<file path="config.mk">
export PLATFORM = sky130hd
export DESIGN_NAME = shift_pattern_serializer_flat
export DESIGN_NICKNAME = d
export VERILOG_FILES = /design/src/rtl/shift_ser_pkg.sv /design/src/rtl/shift_pattern_serializer_if.sv /design/src/rtl/button_debouncer.sv /design/src/rtl/shift_pattern_serializer.sv /design/src/flat_wrapper.sv
export SDC_FILE = /design/constraint.sdc
export NUM_CORES = 1
export LEC_CHECK = 0
export BUFFER_PORTS_ARGS = -buffer_cell sky130_fd_sc_hd__buf_2
export CORE_MARGIN = 8
export CORE_UTILIZATION = 61
export CTS_CLUSTER_DIAMETER = 150
export DETAILED_ROUTE_END_ITERATION = 7
export PLACE_DENSITY = 0.81
export REMOVE_ABC_BUFFERS = 1
export SYNTH_ARGS = -nofsm -noshare
export SYNTH_HDL_FRONTEND = slang
export SYNTH_HIERARCHICAL = 1
export SYNTH_SLANG_ARGS = --single-unit
export TNS_END_PERCENT = 10
</file>
<file path="constraint.sdc">
create_clock -name clk -period 3.2 [get_ports clk]
set_clock_uncertainty 0.2 [all_clocks]
set_input_delay 0.16 -clock clk [delete_from_list [all_inputs] [get_ports clk]]
set_output_delay 0.16 -clock clk [all_outputs]
set_load 0.02 [all_outputs]
</file>
<file path="src/rtl/shift_ser_pkg.sv">
// Shared types for the shift-register pattern serializer.
package shift_ser_pkg;

  typedef enum logic [1:0] {
    IDLE  = 2'd0,
    LOAD  = 2'd1,
    SHIFT = 2'd2,
    DONE  = 2'd3
  } state_t;

  // Shift direction as seen by the downstream register.
  localparam logic DIR_UP   = 1'b0;  // data enters q[0], MSB sent first
  localparam logic DIR_DOWN = 1'b1;  // data enters q[WIDTH-1], LSB sent first

endpackage

</file>
<file path="src/rtl/shift_pattern_serializer_if.sv">
// Switch/button inputs and serial outputs between the serializer and the board.
interface shift_pattern_serializer_if #(
  parameter int unsigned WIDTH = 4
);
  logic             start_btn;
  logic [WIDTH-1:0] pattern_sw;
  logic             dir_sw;
  logic             data;
  logic             mode;
  logic             shift_tick;
  logic             busy;
  logic             done;

  modport master (
    input  start_btn, pattern_sw, dir_sw,
    output data, mode, shift_tick, busy, done
  );

  modport slave (
    output start_btn, pattern_sw, dir_sw,
    input  data, mode, shift_tick, busy, done
  );
endinterface

</file>
<file path="src/rtl/button_debouncer.sv">
// Two-flop synchronizer, stability counter and registered rising-edge pulse.
module button_debouncer #(
  parameter int unsigned DEBOUNCE_CYCLES = 1000000
) (
  input  logic clk,
  input  logic rst_n,
  input  logic btn,
  output logic pulse
);
  localparam int unsigned CNT_W = $clog2(DEBOUNCE_CYCLES);

  logic [1:0]       sync_q;
  logic             level_q;
  logic [CNT_W-1:0] cnt_q;
  logic             settle_c;

  // Level flips once the synchronized input has disagreed for the full window.
  assign settle_c = (sync_q[1] != level_q) &&
                    (cnt_q == CNT_W'(DEBOUNCE_CYCLES - 1));

  always_ff @(posedge clk or negedge rst_n) begin
    if (!rst_n) begin
      sync_q  <= '0;
      level_q <= 1'b0;
      cnt_q   <= '0;
      pulse   <= 1'b0;
    end else begin
      sync_q <= {sync_q[0], btn};
      pulse  <= settle_c & sync_q[1];
      if (settle_c) level_q <= sync_q[1];
      if ((sync_q[1] == level_q) || settle_c) cnt_q <= '0;
      else                                    cnt_q <= cnt_q + CNT_W'(1);
    end
  end
endmodule

</file>
<file path="src/rtl/shift_pattern_serializer.sv">
// Captures a switch pattern on a debounced press and serializes it, one bit per shift tick.
module shift_pattern_serializer
  import shift_ser_pkg::*;
#(
  parameter int unsigned WIDTH           = 4,
  parameter int unsigned TICK_DIV        = 75000000,
  parameter int unsigned DEBOUNCE_CYCLES = 1000000
) (
  input logic                        clk,
  input logic                        clear,
  shift_pattern_serializer_if.master bus
);
  localparam int unsigned TICK_W = $clog2(TICK_DIV);
  localparam int unsigned IDX_W  = $clog2(WIDTH + 1);

  state_t            state_q, state_d;
  logic [TICK_W-1:0] cnt_q, cnt_d;
  logic [IDX_W-1:0]  idx_q, idx_d;
  logic [WIDTH-1:0]  shadow_q, shadow_d;
  logic              mode_q, mode_d;
  logic              data_q, data_d;
  logic              tick_q, tick_d;
  logic              busy_q, busy_d;
  logic              done_q, done_d;
  logic              start_pulse;

  button_debouncer #(.DEBOUNCE_CYCLES(DEBOUNCE_CYCLES)) u_debouncer (
    .clk   (clk),
    .rst_n (clear),
    .btn   (bus.start_btn),
    .pulse (start_pulse)
  );

  // Bit number idx of the frame: MSB-first when shifting up, LSB-first when shifting down.
  function automatic logic pick_bit(input logic [WIDTH-1:0] pat, input logic dir,
                                    input logic [IDX_W-1:0] idx);
    logic [WIDTH-1:0] lsb_first;
    logic [WIDTH-1:0] msb_first;
    lsb_first = pat >> idx;
    msb_first = pat << idx;
    return (dir == DIR_DOWN) ? lsb_first[0] : msb_first[WIDTH-1];
  endfunction

  always_ff @(posedge clk or negedge clear) begin
    if (!clear) begin
      state_q  <= IDLE;
      cnt_q    <= '0;
      idx_q    <= '0;
      shadow_q <= '0;
      mode_q   <= 1'b0;
      data_q   <= 1'b0;
      tick_q   <= 1'b0;
      busy_q   <= 1'b0;
      done_q   <= 1'b0;
    end else begin
      state_q  <= state_d;
      cnt_q    <= cnt_d;
      idx_q    <= idx_d;
      shadow_q <= shadow_d;
      mode_q   <= mode_d;
      data_q   <= data_d;
      tick_q   <= tick_d;
      busy_q   <= busy_d;
      done_q   <= done_d;
    end
  end

  // Outputs are computed one cycle ahead so every port comes straight from a flop.
  always_comb begin
    state_d  = state_q;
    cnt_d    = cnt_q;
    idx_d    = idx_q;
    shadow_d = shadow_q;
    mode_d   = mode_q;
    data_d   = data_q;
    tick_d   = 1'b0;
    busy_d   = busy_q;
    done_d   = 1'b0;
    unique case (state_q)
      IDLE: begin
        if (start_pulse) begin
          state_d = LOAD;
          busy_d  = 1'b1;
        end
      end
      LOAD: begin
        shadow_d = bus.pattern_sw;
        mode_d   = bus.dir_sw;
        cnt_d    = '0;
        idx_d    = '0;
        data_d   = pick_bit(bus.pattern_sw, bus.dir_sw, '0);
        state_d  = SHIFT;
      end
      SHIFT: begin
        if (cnt_q == TICK_W'(TICK_DIV - 1)) begin
          cnt_d = '0;
          idx_d = idx_q + IDX_W'(1);
          if (idx_q == IDX_W'(WIDTH - 1)) begin
            state_d = DONE;
            busy_d  = 1'b0;
            done_d  = 1'b1;
            data_d  = 1'b0;
          end else begin
            data_d = pick_bit(shadow_q, mode_q, idx_q + IDX_W'(1));
          end
        end else begin
          cnt_d  = cnt_q + TICK_W'(1);
          tick_d = (cnt_q == TICK_W'(TICK_DIV - 2));
        end
      end
      DONE: begin
        state_d = IDLE;
        data_d  = 1'b0;
      end
      default: state_d = IDLE;
    endcase
  end

  assign bus.data       = data_q;
  assign bus.mode       = mode_q;
  assign bus.shift_tick = tick_q;
  assign bus.busy       = busy_q;
  assign bus.done       = done_q;
endmodule

</file>
<file path="src/flat_wrapper.sv">
// flat-port wrapper written by rule: the top's interface ports become plain ports
module shift_pattern_serializer_flat import shift_ser_pkg::*;
#(
  parameter int unsigned WIDTH           = 4,
  parameter int unsigned TICK_DIV        = 75000000,
  parameter int unsigned DEBOUNCE_CYCLES = 1000000
)
  (clk, clear, bus_start_btn, bus_pattern_sw, bus_dir_sw, bus_data, bus_mode, bus_shift_tick, bus_busy, bus_done);
  shift_pattern_serializer_if #(.WIDTH(WIDTH)) bus_i ();
  input logic clk;
  input logic clear;
  input wire logic [$bits(bus_i.start_btn)-1:0] bus_start_btn;
  input wire logic [$bits(bus_i.pattern_sw)-1:0] bus_pattern_sw;
  input wire logic [$bits(bus_i.dir_sw)-1:0] bus_dir_sw;
  output wire logic [$bits(bus_i.data)-1:0] bus_data;
  output wire logic [$bits(bus_i.mode)-1:0] bus_mode;
  output wire logic [$bits(bus_i.shift_tick)-1:0] bus_shift_tick;
  output wire logic [$bits(bus_i.busy)-1:0] bus_busy;
  output wire logic [$bits(bus_i.done)-1:0] bus_done;
  assign bus_i.start_btn = bus_start_btn;
  assign bus_i.pattern_sw = bus_pattern_sw;
  assign bus_i.dir_sw = bus_dir_sw;
  assign bus_data = bus_i.data;
  assign bus_mode = bus_i.mode;
  assign bus_shift_tick = bus_i.shift_tick;
  assign bus_busy = bus_i.busy;
  assign bus_done = bus_i.done;
  shift_pattern_serializer #(.WIDTH(WIDTH), .TICK_DIV(TICK_DIV), .DEBOUNCE_CYCLES(DEBOUNCE_CYCLES)) u_core (.clk(clk), .clear(clear), .bus(bus_i));
endmodule
</file>
---- Word-level counts from Yosys, hierarchy flattened ----
Index checks and enable logic that the tools add are counted.
word-level totals
  flip-flop bits (word level) ............. 65
  bits of input ports ..................... 8
  output and inout port bits .............. 5
  logic and storage cells ................. 64
cells by class
  $add $sub $neg .......................... 3
  equal/unequal tests ..................... 12
  shift operators ......................... 2
  multiplexer cells ....................... 23
  bitwise logic cells ..................... 1
  reduce and logical (&&, ||, !) cells .... 10
operator list
  operator               count
  $eq 27x27->1 const B   2
  $pmux 27 s2            1
  $add 27x1->27 const B  1
  $mux 27                1
  $add 20x1->20 const B  1
  $eq 20x20->1 const B   1
  $mux 20                1
  $mux 1                 12
  $pmux 2 s4             1
  $mux 2                 3
  $pmux 3 s2             1
  $eq 2x2->1 const B     2
  $ne 2x1->1 const B     2
  $reduce_and 2->1       2
  $reduce_and 4->1       1
  $reduce_bool 2->1      2
  $shl 4x3->4            1
  $shr 4x3->1            1
  $add 3x1->3 const B    1
  $eq 3x2->1 const B     1
  $mux 3                 1
  $pmux 1 s3             1
  $reduce_and 3->1       1
  $reduce_bool 3->1      1
  other kinds (9)        9

---- Longest topological paths before layout ----
Gate-level depths: netlist (run 1).
  word-level depth ........................ 6
  mapped depth ............................ 8
  gate-level depth less buffers ........... 7

---- By module ----
The synthesis (run 1) kept the hierarchy.
by module, submodules not included
  module                    instances  cells each  area each (um^2)  seq. area each (um^2)
  shift_pattern_serializer  1          215         2268.4            1026.0
  button_debouncer          1          109         1128.6            600.6

---- Worst setup path before layout (run 1) ----
Ideal clock, no wire load.
  path type ............................... flip-flop to flip-flop
  from .................................... reg u_core.u_debouncer.cnt_q[12]
  to ...................................... reg u_core.u_debouncer.level_q
  setup time .............................. 0.125 ns
  arrival ................................. 1.939 ns
  data required time ...................... 2.875 ns
  path slack .............................. 0.937 ns
  stages on the path, launching flop included .. 5
  buffers on the path ..................... 0
  clock period less this slack ............ 2.263 ns
  cell sequence ........................... dfrtp_1 or4_1 or4_4 nor2_2 mux2_2
on the way
  cells in the longest elaborated chain, start to end .. 2
RTL lines
  what                    line                    source
  start, declared         button_debouncer.sv:14  logic [CNT_W-1:0] cnt_q;
  start signal, assigned  button_debouncer.sv:32  else cnt_q <= cnt_q + CNT_W'(1);
  $eq 20x20->1            button_debouncer.sv:19  (cnt_q == CNT_W'(DEBOUNCE_CYCLES - 1));
  $logic_and 1x1->1       button_debouncer.sv:18  assign settle_c = (sync_q[1] != level_q) &&
  end signal, assigned    button_debouncer.sv:30  if (settle_c) level_q <= sync_q[1];
  end, declared           button_debouncer.sv:13  logic level_q;
No other way between the ends.
A chain may end at the register's enable or synchronous reset.

---- Worst setup path in the final report (run 1) ----
  from .................................... reg u_core.cnt_q[17]
  to ...................................... reg u_core.idx_q[0]
on the way
  cells in the longest elaborated chain, start to end .. 3
RTL lines
  what                               line                            source
  start, declared                    shift_pattern_serializer.sv:17  logic [TICK_W-1:0] cnt_q, cnt_d;
  start signal, assigned             shift_pattern_serializer.sv:57  cnt_q <= cnt_d;
  $eq 27x27->1                       shift_pattern_serializer.sv:95  if (cnt_q == TICK_W'(TICK_DIV - 1)) begin
  $ne 2x1->1 (no source line)        n/a
  $reduce_and 2->1 (no source line)  n/a
  end signal, assigned               shift_pattern_serializer.sv:58  idx_q <= idx_d;
  end, declared                      shift_pattern_serializer.sv:18  logic [IDX_W-1:0] idx_q, idx_d;
No other way between the ends.

==> flow_metrics.tcl, run 1 <==
set metrics [dict create \
    status "finished, final reports clean" \
    drive_gt1_share_pct 15.5 \
    critPathCapture "u_core/idx_q[0]" \
    preCtsSetupSlack_ns 0.615 \
    synth_edf_count 0 \
    critPathKind "flop to flop" \
    dieArea_um2 8210 \
    clk_pin_slew_ns 0.07 \
    area_growth_pct 12.0 \
    grt_pass1_vias 2546 \
    routedWlPerCell_um 15.8 \
    fp.dieH_um 90.6 \
    cts_root_buf "clkbuf_8" \
    syn_inst 324 \
    route.final.wire_length_um 6730 \
    gr-total-overflow 0 \
    min_path_type "input pin to asynchronous set/reset pin" \
    async_flop_share_pct 100 \
    n_antenna_cell 0 \
    crit_fanout 15 \
    grt_max_degree 41 \
    cts_hold_buf 7 \
    drt_pass1_iterations 4 \
    core-area_um2 5440 \
    regToRegStartpoint "u_core/cnt_q[17]" \
    crit_path_end_kind "flop" \
    synth_cell_types 53 \
    nets 368 \
    cp.required_ns 3.22 \
    clockBufferDepth 2 \
    post_cts_buffers 0 \
    vias 2458 \
    p_per_area_nw_per_um2 429 \
    rsz0062_at_grt "no" \
    timing.final.crit_share_pct 80.7 \
    drc 0 \
    die_x_um 90.6 \
    worstSkewPairLatency_ns 0.34 \
    cts-buffers-inserted 9 \
    ys_dominant_reg_cell "dfrtp_1" \
    drt-initial-drc-count 129 \
    pin_count 13 \
    place.gp.congestion 0.810 \
    max_freq_ghz 0.387 \
    setup_viol 0 \
    yosysWarningCount 6 \
    io_buffers 12 \
    fin_ws_ns 0.617 \
    ant_nets 0 \
    crit_path_start "u_core/cnt_q[17]" \
    p_leak_uw 0.00169 \
    clock_sinks 65 \
    post-dp-hpwl_um 4650 \
    rows 27 \
    max_cap_viol_count 0 \
    critPathLaunchType "flop" \
    start_util_pct 62.5 \
    synthesis.area_um2 3400 \
    viasPerCell 5.77 \
    tns_ns 0 \
    htree_levels 3 \
    slew_headroom_pct 58.7 \
    irDropWorstVdd_mv 0.347 \
    grt_antenna_before_repair 0 \
    cts_tree "yes" \
    slew_violations 0 \
    reg2reg_to "u_core/idx_q[0]" \
    syn_area_per_cell_um2 10.5 \
    cts_resized 0 \
    grt_usage_pct 17.7 \
    synth_seq_cells 65 \
    tightest_slew_ns 0.613 \
    yosysSeqAreaShare_pct 47.9 \
    r2r_slack_ns 0.62 \
    hold_viol 0 \
    layout_min_cycle_time_ns 2.58 \
    grt_pass1_wl_um 11900 \
    reg2reg_depth 5 \
    critPathArrivalTime_ns 2.60 \
]
==> power breakdown <==
| part | total, uW | internal, uW | leakage [uW] | switching, uW |
|---|---|---|---|---|
| combinational | 40.6 | 14.3 | 0.000686 | 26.3 |
| sequential | 829 | 826 | 0.000896 | 3.60 |
| clock | 762 | 454 | 0.000104 | 308 |
==> layout make-up <==
cell class | count | area (um2)
clock buffer | 10 | 138
multi-input combinational | 234 | 1650
inverter | 18 | 67.6
timing repair buffer | 22 | 153
clock inverter | 5 | 80.1
fill | 399 | 1630
tap | 72 | 90.1
sequential | 65 | 1630
==> cells by family (layout without fill, tap and decap cells) <==
kind of cell	Yosys count	count (layout)	synth area share, %
buffers and inverters	25	55	3.50
XOR/XNOR	36	36	9.28
multiplexers	16	16	5.75
flip-flops	65	65	47.9
AO/OA/AOI/OAI	27	27	6.41
adder cells (fa/ha/maj)	10	10	3.68
AND/OR/NAND/NOR	145	145	23.5
==> metal layers <==
metal	vias up	share of wire (%)	track usage, %	routed length (um)
met2	48	51	29.3	3460
met5	-	0	0	0
li1	1187	-	-	-
met3	10	3.7	4.32	247
met1	1213	43	20.9	2900
met4	0	1.8	9.02	122
==> cells in the mapped netlist, drive strengths merged (8+ instances only) <==
cell   instances  share of area, %
ha            10               3.7
nand3         22               3.2
nor2          51               5.9
xor2          18               4.6
nor3          13               2.4
nand4         16               2.9
mux2           8               2.7
inv           18               2.0
dfrtp         65                48
xnor2         18               4.6
o21ai         10               1.9
nand2         14               1.5
==> layout by cell type, fill, tap and decap left out, types with 3 or more instances in the layout <==
cell / netlist / layout
nand2_1: 14 / 14
and3_1: 6 / 6
dfrtp_1: 65 / 65
nand3_1: 22 / 22
a21oi_1: 5 / 5
dlygate4sd3_1: 0 / 7
mux2_2: 7 / 7
nor2_1: 49 / 49
a22o_1: 3 / 3
buf_2: 2 / 12
nor4_1: 5 / 5
ha_1: 10 / 10
mux2i_1: 6 / 6
inv_1: 18 / 18
xnor2_1: 18 / 18
nor3_1: 11 / 11
o21ai_0: 5 / 5
clkbuf_8: 0 / 10
xor2_1: 18 / 18
o21ai_1: 3 / 3
buf_4: 2 / 3
nand4_1: 16 / 16
==> worst max-delay path, cell delays in order, from the launching register on <==
cell and delay, ns:
dfrtp_1 0.42, or4b_4 0.56, nor4_4 0.34, a31oi_4 0.29
nor2_4 0.29, mux2_1 0.35
==> sequential cells by signal (all words and copies together) (netlist names) <==
name and cells:
u_core/u_debouncer/cnt_q 20, u_core/bus.shift_tick 1, u_core/bus.done 1, u_core/bus.mode 1, u_core/u_debouncer/level_q 1, u_core/idx_q 3
u_core/bus.data 1, u_core/shadow_q 4, u_core/u_debouncer/pulse 1, u_core/cnt_q 27, u_core/bus.busy 1, u_core/u_debouncer/sync_q 2
u_core/state_q 2
==> stage by stage <==
step / hold slack [ns] / power, uW / area, um2 / cells / utilization [%]
2_1_floorplan: -0.336 / 855 / 3350 / 317 / -
3_3_place_gp: -0.0232 / 878 / 3520 / 404 / 64.7
3_5_place_dp: -0.0113 / 880 / 3520 / 404 / 64.7
4_1_cts: 0.156 / 1650 / 3810 / 426 / 70.0
5_1_grt: 0.177 / 1700 / 3810 / 426 / 70.0
6_report: 0.150 / 1630 / 3810 / 426 / 70.0
==> how the worst min path moves through the flow <==
stage / startpoint / endpoint / slack (ns) / cells past startpoint
5_1_grt: u_core/u_debouncer/sync_q[0] / u_core/u_debouncer/sync_q[1] / 0.18 / 0
3_3_place_gp: clear / u_core/bus.shift_tick / -0.02 / 1
2_1_floorplan: clear / u_core/bus.busy / -0.34 / 0
3_5_place_dp: clear / u_core/cnt_q[1] / -0.01 / 1
4_1_cts: clear / u_core/cnt_q[1] / 0.16 / 2
6_report: clear / u_core/cnt_q[1] / 0.15 / 2
Note: power is estimated with default switching activity, not from simulation.
==> inputs of run 2 (changes only) <==
==> constraint.sdc (replaced) <==
create_clock -name clk -period 2.6 [get_ports clk]
set_clock_uncertainty 0.2 [all_clocks]
set_input_delay 0.13 -clock clk [delete_from_list [all_inputs] [get_ports clk]]
set_output_delay 0.13 -clock clk [all_outputs]
set_load 0.02 [all_outputs]
==> flow_metrics.tcl, run 2 (synthesis gave the netlist of run 1 again) <==
set metrics [dict create \
    post-dp-hpwl_um 4400 \
    place.gp.congestion 0.829 \
    n_antenna_cell 0 \
    nets 375 \
    drive_gt1_share_pct 17.4 \
    worstSkewPairLatency_ns 0.34 \
    status "finished, final reports clean" \
    timing.final.crit_share_pct 92.6 \
    io_buffers 12 \
    top_register "u_core/cnt_q" \
    critPathArrivalTime_ns 2.43 \
    rsz0062_at_grt "no" \
    dieArea_um2 8210 \
    slew_violations 0 \
    viasPerCell 5.80 \
    clk_pin_slew_ns 0.08 \
    crit_fanout 9 \
    gr-total-overflow 0 \
    post_cts_buffers 0 \
    fill_cells 386 \
    drc 0 \
    rows 27 \
    htree_levels 3 \
    max_cap_viol_count 0 \
    hold_viol 0 \
    hold_slack_ns 0.164 \
    irDropWorstVdd_mv 0.406 \
    multi_input_area_um2 1650 \
    drt_pass1_iterations 5 \
    drt-initial-drc-count 165 \
    clock_sinks 65 \
    layout_min_cycle_time_ns 2.41 \
    routedWlPerCell_um 16.0 \
    core-area_um2 5440 \
    tightest_slew_ns 0.829 \
    cts_root_buf "clkbuf_8" \
    final_common_cell "dfrtp_1" \
    grt_antenna_before_repair 0 \
    use_met3_pct 3.82 \
    tns_ns 0 \
    slew_headroom_pct 44.7 \
    area_growth_pct 13.5 \
    die_x_um 90.6 \
    clockBufferDepth 2 \
    grt_pass1_wl_um 12000 \
    fp.dieH_um 90.6 \
    pin_count 13 \
    max_freq_ghz 0.415 \
    min_path_type "flop to flop" \
    largest_reg_flops 27 \
    top_regs "u_core/cnt_q (27), u_core/u_debouncer/cnt_q (20), u_core/shadow_q (4)" \
    crit_path_end_kind "flop" \
    critPathKind "flop to flop" \
    cp.required_ns 2.62 \
    p_leak_uw 0.00172 \
    ant_nets 0 \
    grt_use_met1_pct 21.6 \
    seq_area_um2 1630 \
    post-layout-total-power_uw 1970 \
    cts-buffers-inserted 9 \
    route.final.wire_length_um 6960 \
    grt_pass1_vias 2582 \
    grt_usage_pct 18.1 \
    critPathLaunchType "flop" \
    final_cell_mix "dfrtp_1 (65), nor2_1 (49), nand3_1 (22)" \
    cts_tree "yes" \
    vias 2519 \
    grt_use_met2_pct 29.6 \
    setup_viol 0 \
    p_per_area_nw_per_um2 511 \
    start_util_pct 62.5 \
    grt_max_degree 66 \
    busiest_layer "met2" \
]
## run 2: timing repair
action / in CTS / in global routing
endpoints found under the setup margin: 0 / 0
hold buffers: 7 / 0
endpoints found under the hold margin: 71 / 0
resized for setup: 0 / 0
## run 2: per-layer routing
layer / wire length (um) / up-vias
met5: 0 / -
met4: 122 / 0
met3: 287 / 12
met2: 3610 / 64
met1: 2950 / 1228
li1: - / 1215
## run 2: worst max-delay path: stages, from the launching register on
cell     delay (ns)
dfrtp_1        0.40
inv_1          0.10
ha_1           0.45
nand2_1        0.15
nor4_4         0.55
nand3_1        0.18
xor2_1         0.19
nor2_1         0.06
## run 2: power by group
group | internal, uW | leakage (uW) | switching (uW)
sequential | 1020 | 0.000896 | 4.47
combinational | 17.5 | 0.000720 | 33.2
clock | 500 | 0.000102 | 399
total | 1530 | 0.00172 | 437
## run 2: worst paths after layout
check                                          endpoint                          from  slack (ns)  cells past startpoint
setup / recovery                       u_core/cnt_q[16]             u_core/state_q[0]        0.19                      7
max in group asynchronous              u_core/cnt_q[15]                         clear        1.35                      3
hold / removal             u_core/u_debouncer/sync_q[1]  u_core/u_debouncer/sync_q[0]        0.16                      0
min in group asynchronous         u_core/bus.shift_tick                         clear        0.30                      3
hold reg to reg            u_core/u_debouncer/sync_q[1]  u_core/u_debouncer/sync_q[0]        0.16                      0
setup reg to reg                       u_core/cnt_q[16]             u_core/state_q[0]        0.19                      7
## run 2: final cells by class
type,instances,area share [%]
Multi-Input combinational cell,234,42.8
Sequential cell,65,42.2
Timing Repair Buffer,29,5.32
Clock buffer,11,3.93
Tap cell,72,2.34
Inverter,18,1.75
Clock inverter,5,1.62
## run 2: metrics by stage
stage,setup WS [ns],cells,util (%),cell area [um2]
final,0.192,434,70.9,3850
after global placement,0.263,411,65.7,3570
after floorplan,0.0728,317,-,3350
after global routing,0.0538,434,70.9,3850
after detailed placement,0.221,411,65.7,3570
after CTS,0.208,434,70.9,3850
